**src/rtl/uc_pkg.sv**
```systemverilog
// rtl/uc_pkg.sv - shared types and field positions for the unidade_controle slice
// Purpose: FSM state enum, instruction field bit positions, opcode flag bits, HALT opcode.
// Ports: none (package).
package uc_pkg;

  typedef enum logic [2:0] {
    ST_IDLE,
    ST_DECODE,
    ST_READ,
    ST_EXEC,
    ST_WRITE,
    ST_HALT
  } state_t;

  localparam int INSTR_W = 32;

  // Instruction word layout; rb and imm overlap on purpose.
  localparam int OP_MSB  = 31;
  localparam int OP_LSB  = 26;
  localparam int RC_MSB  = 25;
  localparam int RC_LSB  = 21;
  localparam int RA_MSB  = 20;
  localparam int RA_LSB  = 16;
  localparam int RB_MSB  = 15;
  localparam int RB_LSB  = 11;
  localparam int IMM_MSB = 15;
  localparam int IMM_LSB = 0;

  // Opcode flag bits; op[3:0] is the ALU operation.
  localparam int OP_IMM_BIT = 5;
  localparam int OP_WB_BIT  = 4;

  localparam logic [5:0] OP_HALT = 6'h3F;

endpackage

```
**src/rtl/uc_instr_decoder.sv**
```systemverilog
// rtl/uc_instr_decoder.sv - combinational field extraction from the captured instruction
// Purpose: split the instruction register into addresses, immediate and opcode flags.
// Ports: ir (captured instruction) in; rc/ra/rb addresses, imm, imm_flag, wb_en,
//        is_halt, alu_op out.
module uc_instr_decoder
  import uc_pkg::*;
(
  input  logic [INSTR_W-1:0] ir,
  output logic [4:0]         rc,
  output logic [4:0]         ra,
  output logic [4:0]         rb,
  output logic [15:0]        imm,
  output logic               imm_flag,
  output logic               wb_en,
  output logic               is_halt,
  output logic [3:0]         alu_op
);

  logic [5:0] op;

  assign op       = ir[OP_MSB:OP_LSB];
  assign rc       = ir[RC_MSB:RC_LSB];
  assign ra       = ir[RA_MSB:RA_LSB];
  assign rb       = ir[RB_MSB:RB_LSB];
  assign imm      = ir[IMM_MSB:IMM_LSB];
  assign imm_flag = op[OP_IMM_BIT];
  assign wb_en    = op[OP_WB_BIT];
  assign alu_op   = op[3:0];
  assign is_halt  = (op == OP_HALT);

endmodule

```
**src/rtl/unidade_controle.sv**
```systemverilog
// rtl/unidade_controle.sv - multi-cycle decode/control stage in front of the register bank
// Purpose: accept one instruction per handshake and sequence IDLE->DECODE->READ->EXEC->
//          (WRITE)->IDLE, driving the bank RW control and ALU launch; counts retirements.
// Option: UC_R0_ZERO_EN - writeback to register 0 is skipped (no WRITE cycle).
// Ports: clk, rst (sync, active-high); instr_valid/instr/instr_ready handshake;
//        alu_result/alu_done in, alu_start/alu_op out; regA/regB/regC, RW, imediato,
//        flagImediato, dado to the bank; halted, instr_count status.
module unidade_controle
  import uc_pkg::*;
#(
  parameter int DATA_W = 16,
  parameter int ADDR_W = 5
) (
  input  logic              clk,
  input  logic              rst,
  input  logic              instr_valid,
  input  logic [31:0]       instr,
  output logic              instr_ready,
  input  logic [DATA_W-1:0] alu_result,
  input  logic              alu_done,
  output logic              alu_start,
  output logic [3:0]        alu_op,
  output logic [ADDR_W-1:0] regA,
  output logic [ADDR_W-1:0] regB,
  output logic [ADDR_W-1:0] regC,
  output logic              RW,
  output logic [DATA_W-1:0] imediato,
  output logic              flagImediato,
  output logic [DATA_W-1:0] dado,
  output logic              halted,
  output logic [15:0]       instr_count
);

  state_t              state, state_nx;
  logic [INSTR_W-1:0]  ir;
  logic                exec_first;
  logic                retire;
  logic                do_write;

  logic [4:0]  dec_rc, dec_ra, dec_rb;
  logic [15:0] dec_imm;
  logic        dec_imm_flag, dec_wb_en, dec_is_halt;
  logic [3:0]  dec_alu_op;

  // Fields come straight off the instruction register, so they are valid from the
  // DECODE cycle and hold until the next instruction is accepted.
  uc_instr_decoder u_dec (
    .ir       (ir),
    .rc       (dec_rc),
    .ra       (dec_ra),
    .rb       (dec_rb),
    .imm      (dec_imm),
    .imm_flag (dec_imm_flag),
    .wb_en    (dec_wb_en),
    .is_halt  (dec_is_halt),
    .alu_op   (dec_alu_op)
  );

`ifdef UC_R0_ZERO_EN
  assign do_write = dec_wb_en && (dec_rc != 5'd0);
`else
  assign do_write = dec_wb_en;
`endif

  always_comb begin
    state_nx = state;
    retire   = 1'b0;
    case (state)
      ST_IDLE:   if (instr_valid) state_nx = ST_DECODE;
      ST_DECODE: begin
        if (dec_is_halt) begin
          state_nx = ST_HALT;
          retire   = 1'b1;
        end else begin
          state_nx = ST_READ;
        end
      end
      ST_READ:   state_nx = ST_EXEC;
      ST_EXEC: begin
        if (alu_done) begin
          if (do_write) begin
            state_nx = ST_WRITE;
          end else begin
            state_nx = ST_IDLE;
            retire   = 1'b1;
          end
        end
      end
      ST_WRITE: begin
        state_nx = ST_IDLE;
        retire   = 1'b1;
      end
      ST_HALT:   state_nx = ST_HALT;
      default:   state_nx = ST_IDLE;
    endcase
  end

  always_ff @(posedge clk) begin
    if (rst) begin
      state       <= ST_IDLE;
      ir          <= '0;
      exec_first  <= 1'b0;
      dado        <= '0;
      instr_count <= '0;
    end else begin
      state      <= state_nx;
      // EXEC is only ever entered from READ, so this marks its first cycle.
      exec_first <= (state == ST_READ);
      if (state == ST_IDLE && instr_valid) ir <= instr;
      if (state == ST_EXEC && alu_done) dado <= alu_result;
      if (retire) instr_count <= instr_count + 16'd1;
    end
  end

  assign instr_ready  = (state == ST_IDLE);
  assign RW           = (state == ST_WRITE);
  assign alu_start    = (state == ST_EXEC) && exec_first;
  assign halted       = (state == ST_HALT);
  assign alu_op       = dec_alu_op;
  assign regA         = ADDR_W'(dec_ra);
  assign regB         = ADDR_W'(dec_rb);
  assign regC         = ADDR_W'(dec_rc);
  assign imediato     = DATA_W'(dec_imm);
  assign flagImediato = dec_imm_flag;

endmodule

```
**config.mk**
```make
export PLATFORM = sky130hd
export DESIGN_NAME = unidade_controle
export DESIGN_NICKNAME = d
export VERILOG_FILES = /design/src/rtl/uc_pkg.sv /design/src/rtl/uc_instr_decoder.sv /design/src/rtl/unidade_controle.sv
export SDC_FILE = /design/constraint.sdc
export NUM_CORES = 1
export LEC_CHECK = 0
export ABC_AREA = 1
export BUFFER_PORTS_ARGS = -buffer_cell sky130_fd_sc_hd__clkbuf_2
export CORE_ASPECT_RATIO = 0.5
export CORE_UTILIZATION = 30
export CTS_BUF_LIST = sky130_fd_sc_hd__clkbuf_16
export DETAILED_ROUTE_END_ITERATION = 10
export MAX_ROUTING_LAYER = met4
export PLACE_DENSITY = 0.65
export SLEW_MARGIN = 20
export SYNTH_ARGS = -nofsm -noshare
export SYNTH_HDL_FRONTEND = slang
export SYNTH_SLANG_ARGS = --single-unit
```
**constraint.sdc**
```tcl
create_clock -name clk -period 3.2 [get_ports clk]
set_clock_uncertainty 0.15 [all_clocks]
set_input_delay 0.64 -clock clk [delete_from_list [all_inputs] [get_ports clk]]
set_output_delay 0.64 -clock clk [all_outputs]
set_load 0.005 [all_outputs]
```
======== After elaboration in Yosys (flattened, before gate mapping) ========
Cells that the tools add are included.
operators by class
  multiplexer cells ....................... 9
  reductions and logical operators ........ 5
  eq/ne operators ......................... 8
  add/sub/neg operators ................... 1
operators with widths
  kind                   number
  $add 16x1->16 const B  1
  $pmux 3 s5             1
  $mux 3                 4
  $eq 3x2->1 const B     2
  $eq 3x3->1 const B     2
  $eq 6x6->1 const B     1
  $ne 2x2->1 const B     2
  $eq 3x1->1 const B     1
  $logic_and 1x1->1      3
  $logic_not 3->1        1
  $mux 1                 3
  $pmux 1 s3             1
  $reduce_and 2->1       1
storage, ports and cells
  bits in registers ....................... 68
  logic and storage cells ................. 28
  input bits .............................. 52
  output and inout port bits .............. 72

======== Longest topological paths before layout ========
  word-level depth ........................ 3
  gate-level depth with buffers ........... 9
  gate-level depth less buffers ........... 9

======== By module ========
Synthesis repeated with hierarchy kept, for this count alone.
second synthesis, totals
  cell total of the unflattened synthesis .. 442
  area total of the unflattened synthesis .. 3280.6 um^2
modules (own cells, without submodules)
  module            cells an instance  times used  sequential area each (um^2)  area an instance (um^2)
  unidade_controle  398                1           1361.3                       2974.1
  uc_instr_decoder  44                 1           0.0                          306.5

======== Least setup slack after synthesis ========
No wires, ideal clock.
  kind .................................... input to register
  start ................................... in alu_done
  end ..................................... reg dado[10]
  data required time ...................... 2.918 ns
  cell stages on the path ................. 5
  library setup time ...................... 0.132 ns
  path buffers ............................ 2
  setup slack ............................. 1.566 ns
  data arrival time ....................... 1.352 ns
  cell sequence ........................... clkbuf_1 nand2_1 buf_2 nand2_1 a21oi_1
on the way
  longest elaborated chain between the ends .. 1
ends and longest elaborated chain
  element                 line                     text
  start: declaration      unidade_controle.sv:20   input logic alu_done,
  $logic_and 1x1->1       unidade_controle.sv:110  if (state == ST_EXEC && alu_done) dado <= alu_result;
  end signal: assignment  unidade_controle.sv:110
  end: declaration        unidade_controle.sv:29   output logic [DATA_W-1:0] dado,
Every way passes these cells.
A chain may end at the register's enable or synchronous reset.

======== Final worst setup path ========
  start ................................... reg state[0]
  end ..................................... out instr_ready
on the way
  longest elaborated chain between the ends .. 1
ends and longest elaborated chain
  element                   line                     text
  start: declaration        unidade_controle.sv:34   state_t state, state_nx;
  start signal: assignment  unidade_controle.sv:106  state <= state_nx;
  $logic_not 3->1           unidade_controle.sv:115  assign instr_ready = (state == ST_IDLE);
  end: declaration          unidade_controle.sv:18   output logic instr_ready,
Every way passes these cells.

==> impl_metrics.tcl <==
set metrics [dict create \
    status "finished, final reports clean" \
    synth_fp_nets 446 \
    cts_setup_buffers 0 \
    cts_root_buffer "clkbuf_16" \
    arrival_ns 1.52 \
    num_io_pins 124 \
    power.share.sequential_pct 45.5 \
    yosysSeqAreaShare_pct 47.6 \
    synth_warnings 0 \
    drive_gt1_share_pct 28.9 \
    cts_max_level 3 \
    die_x_um 140 \
    grt_pass1_vias 2597 \
    cts_resized 0 \
    finalCritPeriodShare_pct 72.1 \
    grt-ovfl-total 0 \
    drv_cap 0 \
    netlist_area_um2 2860 \
    seq_area_um2 1360 \
    pwr-share-clk_pct 41.7 \
    slew_headroom_pct 60.4 \
    numCtsBuffers 9 \
    fin_crit_ns 2.31 \
    syn2layout_area_growth_pct 31.1 \
    switchingPower_mw 0.528 \
    hold_path.class "reg -> reg" \
    initial_utilization_pct 31.8 \
    worstSetupPathType "reg -> out" \
    grt_start_max_net_pins 56 \
    fin_nets 556 \
    drc 0 \
    cts.clk_slew.worst_paths_ns 0.05 \
    drt_first_pass_iters 4 \
    grt_setup_unrepaired "no" \
    dr_wl_met3_um 332 \
    core_um2 8980 \
    cts_tree "done" \
    synth_cell_types 24 \
    tightestPinTransition_ns 0.594 \
    clk_path_buf_depth 2 \
    drt-met1-wl_um 3450 \
    multi_input_area_um2 1270 \
    vias 2979 \
    pre_cts_ws_ns 1.14 \
    tns_ns 0 \
    drt_iter0_markers 151 \
    routedWlPerCell_um 12.2 \
    chipHeight_um 71.0 \
    dr.max_layer_used "met4" \
    switching_share_pct 26.0 \
    cp_max_fo 32 \
    utilization_pct 41.8 \
    p_int_mw 1.50 \
    yosys_register_bits 68 \
    detail-route-antenna-nets 0 \
    grt_pass1_wl_um 12200 \
    mostFrequentLayoutCell "clkbuf_2" \
    via_per_inst 4.78 \
    holdBufCountCts 0 \
    p_leak_nw 1.63 \
    syn_inst 393 \
    grt.total_usage_pct 16.1 \
    n_antenna_cell 0 \
    cts_sinks 68 \
    fmax_ghz 0.434 \
    mostFrequentLayoutCells "clkbuf_2, nand2_1, dfxtp_1" \
    vdd_drop_max_uv 310 \
    rows 24 \
    portBuffers 123 \
    fin_ws_ns 0.894 \
    die_area_um2 9950 \
    setup_viol 0 \
    pwr-share-comb_pct 12.8 \
    start_kind "flip-flop" \
    wl_met2_um 3740 \
    place_congestion 0.864 \
    final.fill_count 951 \
    cp-end-kind "output port" \
    timing.final.hold_violations 0 \
    antenna_found_initial 0 \
    finalPower_mw 2.03 \
    timing.final.max_slew_violations 0 \
    drt_wl_total_um 7610 \
    insertion_delay_ns 0.33 \
    hpwl_um 5130 \
    powerDensity_nw_per_um2 541 \
    post_synth.cell_area_avg_um2 7.27 \
    crit_required_ns 2.41 \
]
area by class of cell:
type                            count  share of cell area (%)
Clock inverter                      5                   0.601
Tap cell                          117                    3.91
Multi-Input combinational cell    277                    33.9
Clock buffer                        9                    6.01
Inverter                           20                    2.00
Sequential cell                    68                    36.3
Timing Repair Buffer              127                    17.2
metrics by stage:
stage                     instances  area, um2  hold slack [ns]
after floorplan                 393       2860            0.306
after global placement          609       3500            0.299
after detailed placement        609       3500            0.302
after CTS                       623       3750            0.311
after global routing            623       3750            0.322
final                           623       3750            0.309
worst paths after layout:
kind | from | depth (start not counted) | endpoint | slack (ns)
setup / recovery | state[0]$_SDFFE_PP0P_ | 5 | instr_ready | 0.89
hold / removal | ir[16]$_SDFFE_PP0P_ | 2 | ir[16]$_SDFFE_PP0P_ | 0.31
setup reg to reg | state[0]$_SDFFE_PP0P_ | 5 | dado[15]$_SDFFE_PP0P_ | 1.42
hold reg to reg | ir[16]$_SDFFE_PP0P_ | 2 | ir[16]$_SDFFE_PP0P_ | 0.31
sequential cells by signal, summed over array words and instances (netlist names):
register     count
state            3
ir              32
instr_count     16
exec_first       1
dado            16
cell usage after synthesis:
library cell  number  share of area, %
buf_2              9               1.6
inv_1             17               2.2
inv_2              3              0.39
dfxtp_1           68                48
ha_1               1              0.44
a21oi_2            1              0.31
o21ai_1            1              0.17
o221ai_1           1              0.31
nor3_1             3              0.53
or2_2              1              0.22
o21ai_0            5              0.88
nand3_1           61                11
nand2_4            1              0.39
nand4_1            4              0.88
o22ai_1            1              0.22
nand3_2            2              0.70
buf_4              5               1.3
nor2_1            32               4.2
buf_6              2              0.79
a21oi_1           63                11
clkbuf_1          12               1.6
nand2_1           97                13
xor2_1             2              0.61
nor2_2             1              0.22
layer usage:
layer | up-vias | track usage [%]
met2 | 72 | 26.5
met5 | - | -
met4 | 0 | 5.86
li1 | 1515 | -
met1 | 1382 | 18.9
met3 | 10 | 4.47
power groups by stage:
stage               Sequential [mW]  Clock [mW]  Combinational [mW]
floorplan                     0.940           0               0.157
global placement              0.939           0               0.260
detailed placement            0.939           0               0.262
CTS                           0.922       0.877               0.263
global route                  0.928       0.911               0.293
finish                        0.923       0.846               0.259
worst max-delay path: stages (launching register included):
cell	delay, ns
dfxtp_1	0.36
nor2_1	0.14
nand2_1	0.09
inv_1	0.08
buf_4	0.32
clkbuf_2	0.18
kinds of logic after synthesis:
family / count (synthesis) / synth area share, %
adders and majority gates: 1 / 0.438
and+or+nand+nor: 202 / 30.5
buffers and inverters: 48 / 7.88
xor gates and xnor gates: 2 / 0.613
DFF: 68 / 47.6
AOI/OAI and AO/OA: 72 / 12.9
Power figures use the tool's default switching activity.
